`config.mk`:
```
export PLATFORM = sky130hd
export DESIGN_NAME = spi_accel_slave
export DESIGN_NICKNAME = d
export VERILOG_FILES = /design/src/rtl/spi_accel_slave.sv
export SDC_FILE = /design/constraint.sdc
export NUM_CORES = 1
export LEC_CHECK = 0
export CAP_MARGIN = 20
export CORE_MARGIN = 5
export CORE_UTILIZATION = 31
export DETAILED_ROUTE_END_ITERATION = 7
export PLACE_DENSITY_LB_ADDON = 0.08
export RECOVER_POWER = 50
export SLEW_MARGIN = 20
export SYNTH_ARGS = -nofsm -noshare
export SYNTH_HDL_FRONTEND = slang
export SYNTH_SLANG_ARGS = --single-unit
```
`constraint.sdc`:
```
create_clock -name clk -period 2.36 [get_ports clk]
set_input_delay 0.472 -clock clk [delete_from_list [all_inputs] [get_ports clk]]
set_output_delay 0.472 -clock clk [all_outputs]
set_load 0.01 [all_outputs]
```
`src/rtl/spi_accel_slave.sv`:
```
// SPI mode-3 register slave exposing an accelerometer-style register map.
// Define SPI_SLAVE_MB_EN to enable multi-byte bursts with address auto-increment.
module spi_accel_slave (
    input  logic       clk,
    input  logic       rst,
    input  logic       ncs,
    input  logic       sclk,
    input  logic       mosi,
    output logic       miso,
    input  logic [9:0] x_axis,
    input  logic [9:0] y_axis,
    input  logic [9:0] z_axis,
    output logic [7:0] power_ctl,
    output logic [7:0] data_format,
    output logic       wr_strobe
);

    typedef enum logic [1:0] {StIdle, StCmd, StData} state_e;

    state_e          state_q, state_d;
    logic            ncs_meta, ncs_sync, ncs_prev;
    logic            sclk_meta, sclk_sync, sclk_prev;
    logic            mosi_meta, mosi_sync;
    logic            ncs_fall, ncs_rise, sclk_fall, sclk_rise;
    logic [2:0]      bit_cnt_q;
    logic [6:0]      rx_q;
    logic [7:0]      rx_byte;
    logic [7:0]      tx_q;
    logic            miso_q;
    logic            rnw_q;
    logic            active_q;
    logic            more_ok;
    logic [5:0]      addr_q;
    logic [5:0]      rd_addr;
    logic [7:0]      rd_data;
    logic [5:0][7:0] snap_q;
    logic            wr_pend_q;
    logic [5:0]      wr_addr_q;
    logic [7:0]      wr_data_q;
    logic [7:0]      power_ctl_q, data_format_q;
    logic            wr_strobe_q;

    // Synchronizers reset to the idle bus levels so release of reset does not fake an edge.
    always_ff @(posedge clk or negedge rst) begin
        if (!rst) begin
            ncs_meta  <= 1'b1;
            ncs_sync  <= 1'b1;
            ncs_prev  <= 1'b1;
            sclk_meta <= 1'b1;
            sclk_sync <= 1'b1;
            sclk_prev <= 1'b1;
            mosi_meta <= 1'b0;
            mosi_sync <= 1'b0;
        end else begin
            ncs_meta  <= ncs;
            ncs_sync  <= ncs_meta;
            ncs_prev  <= ncs_sync;
            sclk_meta <= sclk;
            sclk_sync <= sclk_meta;
            sclk_prev <= sclk_sync;
            mosi_meta <= mosi;
            mosi_sync <= mosi_meta;
        end
    end

    assign ncs_fall  = ncs_prev & ~ncs_sync;
    assign ncs_rise  = ~ncs_prev & ncs_sync;
    assign sclk_fall = sclk_prev & ~sclk_sync;
    assign sclk_rise = ~sclk_prev & sclk_sync;
    assign rx_byte   = {rx_q, mosi_sync};

`ifdef SPI_SLAVE_MB_EN
    logic mb_q;

    always_ff @(posedge clk or negedge rst) begin
        if (!rst) begin
            mb_q <= 1'b0;
        end else if (state_q == StCmd && sclk_rise && bit_cnt_q == 3'd7 && !ncs_rise) begin
            mb_q <= rx_byte[6];
        end
    end

    assign more_ok = mb_q;
`else
    assign more_ok = 1'b0;
`endif

    // During the command byte the address comes straight off the wire; afterwards it is the
    // next burst address.
    assign rd_addr = (state_q == StCmd) ? rx_byte[5:0] : addr_q + 6'd1;

    always_comb begin
        rd_data = 8'h00;
        case (rd_addr)
            6'h00:   rd_data = 8'hE5;
            6'h2D:   rd_data = power_ctl_q;
            6'h31:   rd_data = data_format_q;
            6'h32:   rd_data = snap_q[0];
            6'h33:   rd_data = snap_q[1];
            6'h34:   rd_data = snap_q[2];
            6'h35:   rd_data = snap_q[3];
            6'h36:   rd_data = snap_q[4];
            6'h37:   rd_data = snap_q[5];
            default: rd_data = 8'h00;
        endcase
    end

    always_comb begin
        state_d = state_q;
        case (state_q)
            StIdle:  if (ncs_fall) state_d = StCmd;
            StCmd:   if (sclk_rise && bit_cnt_q == 3'd7) state_d = StData;
            StData:  state_d = StData;
            default: state_d = StIdle;
        endcase
        if (ncs_rise) state_d = StIdle;
    end

    always_ff @(posedge clk or negedge rst) begin
        if (!rst) begin
            state_q <= StIdle;
        end else begin
            state_q <= state_d;
        end
    end

    always_ff @(posedge clk or negedge rst) begin
        if (!rst) begin
            bit_cnt_q     <= 3'd0;
            rx_q          <= 7'd0;
            tx_q          <= 8'd0;
            miso_q        <= 1'b0;
            rnw_q         <= 1'b0;
            active_q      <= 1'b0;
            addr_q        <= 6'd0;
            snap_q        <= '0;
            wr_pend_q     <= 1'b0;
            wr_addr_q     <= 6'd0;
            wr_data_q     <= 8'd0;
            power_ctl_q   <= 8'h00;
            data_format_q <= 8'h00;
            wr_strobe_q   <= 1'b0;
        end else begin
            wr_strobe_q <= 1'b0;
            wr_pend_q   <= 1'b0;
            // A completed byte commits even if ncs rises right behind it.
            if (wr_pend_q) begin
                case (wr_addr_q)
                    6'h2D: begin
                        power_ctl_q <= wr_data_q;
                        wr_strobe_q <= 1'b1;
                    end
                    6'h31: begin
                        data_format_q <= wr_data_q;
                        wr_strobe_q   <= 1'b1;
                    end
                    default: ;
                endcase
            end

            if (ncs_rise) begin
                bit_cnt_q <= 3'd0;
                rx_q      <= 7'd0;
                tx_q      <= 8'd0;
                miso_q    <= 1'b0;
                active_q  <= 1'b0;
            end else begin
                case (state_q)
                    StIdle: begin
                        if (ncs_fall) begin
                            bit_cnt_q <= 3'd0;
                            rx_q      <= 7'd0;
                            miso_q    <= 1'b0;
                            snap_q    <= {{6{z_axis[9]}}, z_axis[9:8], z_axis[7:0],
                                          {6{y_axis[9]}}, y_axis[9:8], y_axis[7:0],
                                          {6{x_axis[9]}}, x_axis[9:8], x_axis[7:0]};
                        end
                    end
                    StCmd: begin
                        if (sclk_rise) begin
                            rx_q      <= rx_byte[6:0];
                            bit_cnt_q <= bit_cnt_q + 3'd1;
                            if (bit_cnt_q == 3'd7) begin
                                rnw_q    <= rx_byte[7];
                                addr_q   <= rx_byte[5:0];
                                active_q <= 1'b1;
                                tx_q     <= rx_byte[7] ? rd_data : 8'h00;
                            end
                        end
                    end
                    StData: begin
                        if (sclk_fall) begin
                            miso_q <= tx_q[7];
                            tx_q   <= {tx_q[6:0], 1'b0};
                        end
                        if (sclk_rise) begin
                            rx_q      <= rx_byte[6:0];
                            bit_cnt_q <= bit_cnt_q + 3'd1;
                            if (bit_cnt_q == 3'd7) begin
                                if (active_q && !rnw_q) begin
                                    wr_pend_q <= 1'b1;
                                    wr_addr_q <= addr_q;
                                    wr_data_q <= rx_byte;
                                end
                                addr_q   <= addr_q + 6'd1;
                                active_q <= active_q & more_ok;
                                tx_q     <= (rnw_q && active_q && more_ok) ? rd_data : 8'h00;
                            end
                        end
                    end
                    default: ;
                endcase
            end
        end
    end

    assign miso        = miso_q;
    assign power_ctl   = power_ctl_q;
    assign data_format = data_format_q;
    assign wr_strobe   = wr_strobe_q;

endmodule

```
# [Word-level counts from Yosys, hierarchy flattened]
# Cells that the tools add are included.
# W data, S select, Z words.
[classes] shift=0 eq_ne=25 n_addsub=2 n_div=0 n_mux=44 bitwise=9 n_reduce_logical=22 order_cmp=0 multipliers=0
[ops] op="$pmux W8 S9" n=1
[ops] op="$eq A6 B6 Y1 const B" n=10
[ops] op="$mux W8" n=7
[ops] op="$mux W6" n=5
[ops] op="$mux W7" n=3
[ops] op="$pmux W8 S2" n=1
[ops] op="$mux W1" n=15
[ops] op="$ne A3 B3 Y1 const B" n=5
[ops] op="$pmux W7 S2" n=1
[ops] op="$pmux W6 S2" n=1
[ops] op="$reduce_and A3 Y1" n=4
[ops] op="$reduce_and A5 Y1" n=2
[ops] op="$mux W3" n=3
[ops] op="$reduce_bool A3 Y1" n=3
[ops] op="$add A6 B1 Y6 const B" n=1
[ops] op="$logic_not A6 Y1" n=1
[ops] op="$mux W2" n=3
[ops] op="$ne A2 B2 Y1 const B" n=3
[ops] op="$ne A3 B2 Y1 const B" n=2
[ops] op="$pmux W2 S3" n=1
[ops] op="$pmux W3 S2" n=1
[ops] op="$reduce_and A2 Y1" n=3
[ops] op="$reduce_and A6 Y1" n=1
[ops] op="$not A1 Y1" n=5
[ops] op="14 further kinds" n=20
[totals] romBits=0 output_inout_bits=18 memories=0 regBits=99 ramBits=0 latch_bits=0

# [Longest topological paths before layout]
[depth] word_depth=9 mapped_depth=11

# [Worst setup path before layout]
# No wires, ideal clock.
[synth_path] path_kind="register to register" startpoint="register state_q[1]" endpoint="register tx_q[0]" t_arrival_ns=2.308 setup_slack_ns=-0.068 synth_period_minus_slack_ns=2.428 stages_incl_launch_ff=11 t_required_ns=2.239 cell_sequence="dfrtp_1 inv_1 ha_1 buf_4 mux2i_2 mux2i_1 o22ai_1 a221o_1 a221o_2 a31oi_1 o21ai_1"
[synth_between] elab_chain_len=9 elab_cells_between_ends=22 classes_between="eq/ne (12); mux (7); reduce/logical (3)"
[synth_rtl] element="from (decl)" line_no="20" rtl="state_e state_q, state_d;"
[synth_rtl] element="from (signal assigned)" line_no="121" rtl="state_q <= StIdle;"
[synth_rtl] element="from (signal assigned)" line_no="123" rtl="state_q <= state_d;"
[synth_rtl] element="$eq A2 B1 Y1" line_no="90, 168"
[synth_rtl] element="$mux W6" line_no="90" rtl="assign rd_addr = (state_q == StCmd) ? rx_byte[5:0] : addr_q + 6'd1;"
[synth_rtl] element="$eq A6 B6 Y1 / $logic_not A6 Y1 (equally long branches)" line_no="94" rtl="case (rd_addr)"
[synth_rtl] element="$pmux W8 S9" line_no="94"
[synth_rtl] element="$mux W8" line_no="187" rtl="tx_q <= rx_byte[7] ? rd_data : 8'h00;"
[synth_rtl] element="$mux W8" line_no="183" rtl="if (bit_cnt_q == 3'd7) begin"
[synth_rtl] element="$mux W8" line_no="180" rtl="if (sclk_rise) begin"
[synth_rtl] element="$pmux W8 S2" line_no="168" rtl="case (state_q)"
[synth_rtl] element="$mux W8" line_no="161" rtl="if (ncs_rise) begin"
[synth_rtl] element="to (signal assigned)" line_no="187"
[synth_rtl] element="to (signal assigned)" line_no="194" rtl="tx_q <= {tx_q[6:0], 1'b0};"
[synth_rtl] element="to (signal assigned)" line_no="207" rtl="tx_q <= (rnw_q && active_q && more_ok) ? rd_data : 8'h00;"
[synth_rtl] element="to (decl)" line_no="28" rtl="logic [7:0] tx_q;"
# Several ways; a longest one is shown, not always the timed one. The select of a mux whose other input is x is not followed.
# A chain may end at the register's enable or synchronous reset.

# [Final worst setup path]
[layout_path] startpoint="register state_q[0]" endpoint="register tx_q[6]"
# Same word-level chain as after synthesis.

==> impl_results.md <==
- Status: finished, final reports clean
- Core region area: between 15000 and 20000 sq um
- Row Count: 46
- Syn_nets: 467
- DR vias/cell: 4.77
- Num CTS Buffers: 9
- Clk_lat worst skew: 0.35 ns
- Synthesis-to-layout area growth: 34.2%
- Total track usage: 14.6%
- Post-synth EDFFs: 0
- Number of max-cap violations: 0
- Synth Instances: between 400 and 500
- I/O Pins: 53
- #FFs+latches synth: 99
- Pin count of the biggest net entering global routing: 45
- CP Max Fanout: 5
- Endpoints failing setup: 0
- CTS HTree Levels: 3
- NumNets Final: 577
- Crit-path cells: ha_4 -> buf_6 -> buf_6 -> mux2i_4 -> buf_4 -> buf_4 -> nor4_4 -> o311ai_4 -> buf_4 -> a21oi_1 -> a2bb2oi_2
- Initial DRC count: between 200 and 250
- CP Class: reg2reg
- Max-slew violations: 0
- Multi-input gate area: roughly 2400 sq um
- Yosys top cell area share: about 47%
- Cell with the most instances on the worst path: buf_4
- Hold Fails Final Rpt: 0
- Port Buffers: 52
- CTS tree: built
- Initial antenna violation count: 0
- Fin crit share: between 90% and 100%
- Skew final: 0.00748 ns
- Worst Tran Pin Value: roughly 1.1 ns
- Die area: between 15000 and 20000 sq um
- Predominant post-synthesis flop cell: dfrtp_1
- P_leak: between 2 and 3 nW
- Biggest area consumer among synthesized cells: dfrtp_1
- Worst setup margin: approximately 0.033 ns
- Tmin final: around 2.3 ns
- Routability cong.: 0.767
- Root Driver: clkbuf_16
- Register area: 2480 sq um
- Slew Limit Headroom: 26.1%
- Worst vdd ir: approximately 0.37 mV
- Wire per inst: 16.9 microns
- Pre-antenna DRT Iters: 4
- PwrDens: about 800 nW/um^2
- Placed Area: about 6000 sq um
- Unrepaired setup endpoints after global routing: true
- Ys Warns: 0
- Post-synth cell types: 56
- Max frequency: about 430 MHz
- CP max stage cell: dfrtp_1
- CP Launch Type: flop
- Worst Hold Slack: 0.359 ns
- DRT Wirelength: 12700 microns
- Sequential cell area fraction in the yosys report: roughly 51%
- Asr flop ratio synth: 100%
- DR vias: 3602
- Number of fill cells in the layout: about 1500
- Critical Path RT: between 2 and 3 ns
- Critical Path Max Stage Delay: between 0.4 and 0.5 ns
- CTS Buffer Depth: 2
- Vias in the first global route: around 3800
- Element type at the critical path end: flop
- Total gr overflow: 0
- Mapped Avg Cell Area: 11.6 sq um
- HPWL after detailed placement: 9310 microns
- # diodes: 0
- DRC: 0
- First-pass GRT wire length: 20700 microns
- Cell Area, Synth: between 4000 and 5000 sq um
- Die Span Y: between 100 and 150 microns
- Dpl ws: -0.275 ns
- CP Data Arrival Time: 2.61 ns
- Number of nets still failing antenna checks after routing: 0
- Final instance area: 6570 sq um
- Clock Pin Slew Worst Setup and Hold Paths: 0.07 ns
- Layout cells sized above 1: 36.0%
- Commonest non-fill, non-tap cell in the layout: dfrtp_1
- Initial Util: 31.2%
- Synth top area cells: dfrtp_1, mux2_2, nand2_1
- Most frequent cells in the layout: dfrtp_1, mux2_2, buf_4
- Die width: 136 microns
- Hold Crit Class: reg2reg
- Total clock sinks: 99
[metrics by stage]
stage | TNS (ns) | total power [W] | utilization [%] | instances
global route | -1.53 | 0.00556 | 41.8 | 755
floorplan | -0.0186 | 0.00317 | - | 424
global placement | -1.07 | 0.00369 | 38.4 | 727
CTS | 0 | 0.00524 | 41.1 | 749
finish | 0 | 0.00522 | 41.8 | 755
detailed placement | -1.83 | 0.00371 | 38.4 | 727
[registers in the layout, summed over array words and instances, names as in the netlist, 3 cells and up]
register / flops
wr_addr_q: 6
wr_data_q: 8
addr_q: 6
power_ctl: 8
bit_cnt_q: 3
tx_q: 8
rx_q: 7
snap_q: 30
data_format: 8
[critical path, delay by kind of cell, from the launching register on]
kind	cells	cell delay [ns]
AO/OA/AOI/OAI	3	0.44
adder cells (fa/ha/maj)	1	0.20
buffers and inverters	5	0.73
flip-flops	1	0.41
multiplexers	1	0.19
AND/OR/NAND/NOR	1	0.29
[routing by layer]
layer,share of wire [%],global-route usage [%]
met5,0,0
met4,1.5,4.37
met3,3.4,4.16
met2,45,21.5
met1,50,20.9
[logic make-up (layout without fill, tap and decap cells)]
group                    count (synthesis)  after routing  share of synthesized area (%)
buffers and inverters                   30            145                           2.89
adder cells (fa/ha/maj)                  8              8                           2.04
AND/OR/NAND/NOR                        104            104                           11.9
AO/OA/AOI/OAI                          106            106                           15.1
flip-flops                              99             99                           50.7
XOR/XNOR                                 3              3                          0.536
multiplexers                            74             74                           16.9
[cell usage after synthesis, types with 2 or more instances]
master,instances
dfrtp_1,93
mux2_2,62
nand2_1,46
a21oi_1,26
o21ai_0,22
clkbuf_1,12
inv_1,10
mux2i_1,10
nor2_1,10
a211oi_1,9
and2_1,8
ha_1,8
a22o_1,7
nand2b_1,7
o22ai_1,7
a2bb2oi_1,6
dfstp_2,6
nand3_1,6
nor2b_1,5
nor4_2,5
a21o_1,4
o21ai_1,4
a221oi_1,3
a31oi_1,3
buf_6,3
o21a_1,3
and4b_1,2
buf_1,2
buf_2,2
mux2i_2,2
nand3_2,2
nor3_1,2
o211ai_1,2
or3_1,2
xnor2_1,2
[area by class of cell]
type | count | share of cell area (%)
multi-input combinational | 295 | 37.2
inverter | 10 | 0.571
clock inverter | 7 | 0.914
tap | 216 | 4.11
sequential | 99 | 37.8
clock buffer | 9 | 3.43
timing repair buffer | 119 | 15.9
[power breakdown]
group          total (W)  switching, W  internal [W]
Sequential       0.00223      0.000206       0.00203
Combinational    0.00155      0.000781      0.000767
Clock            0.00144      0.000700      0.000736
[final timing paths]
check,start,end,slack (ns),depth (start not counted)
max,state_q[0],tx_q[6],0.03,11
min,mosi_meta,mosi_sync,0.36,0
max reg2reg,state_q[0],tx_q[6],0.03,11
min reg2reg,mosi_meta,mosi_sync,0.36,0
max in group asynchronous,rst,power_ctl[0],0.33,3
min in group asynchronous,rst,snap_q[7],0.85,2
[what timing repair did]
| item | in CTS | in global routing |
|---|---|---|
| endpoints found under the hold margin | 16 | 0 |
| pin swaps | 7 | 11 |
| setup endpoints to repair | 8 | 8 |
| buffers inserted | 5 | 6 |
| resized for setup | 19 | 19 |
| hold buffers | 1 | 0 |
Power figures use the tool's default switching activity.
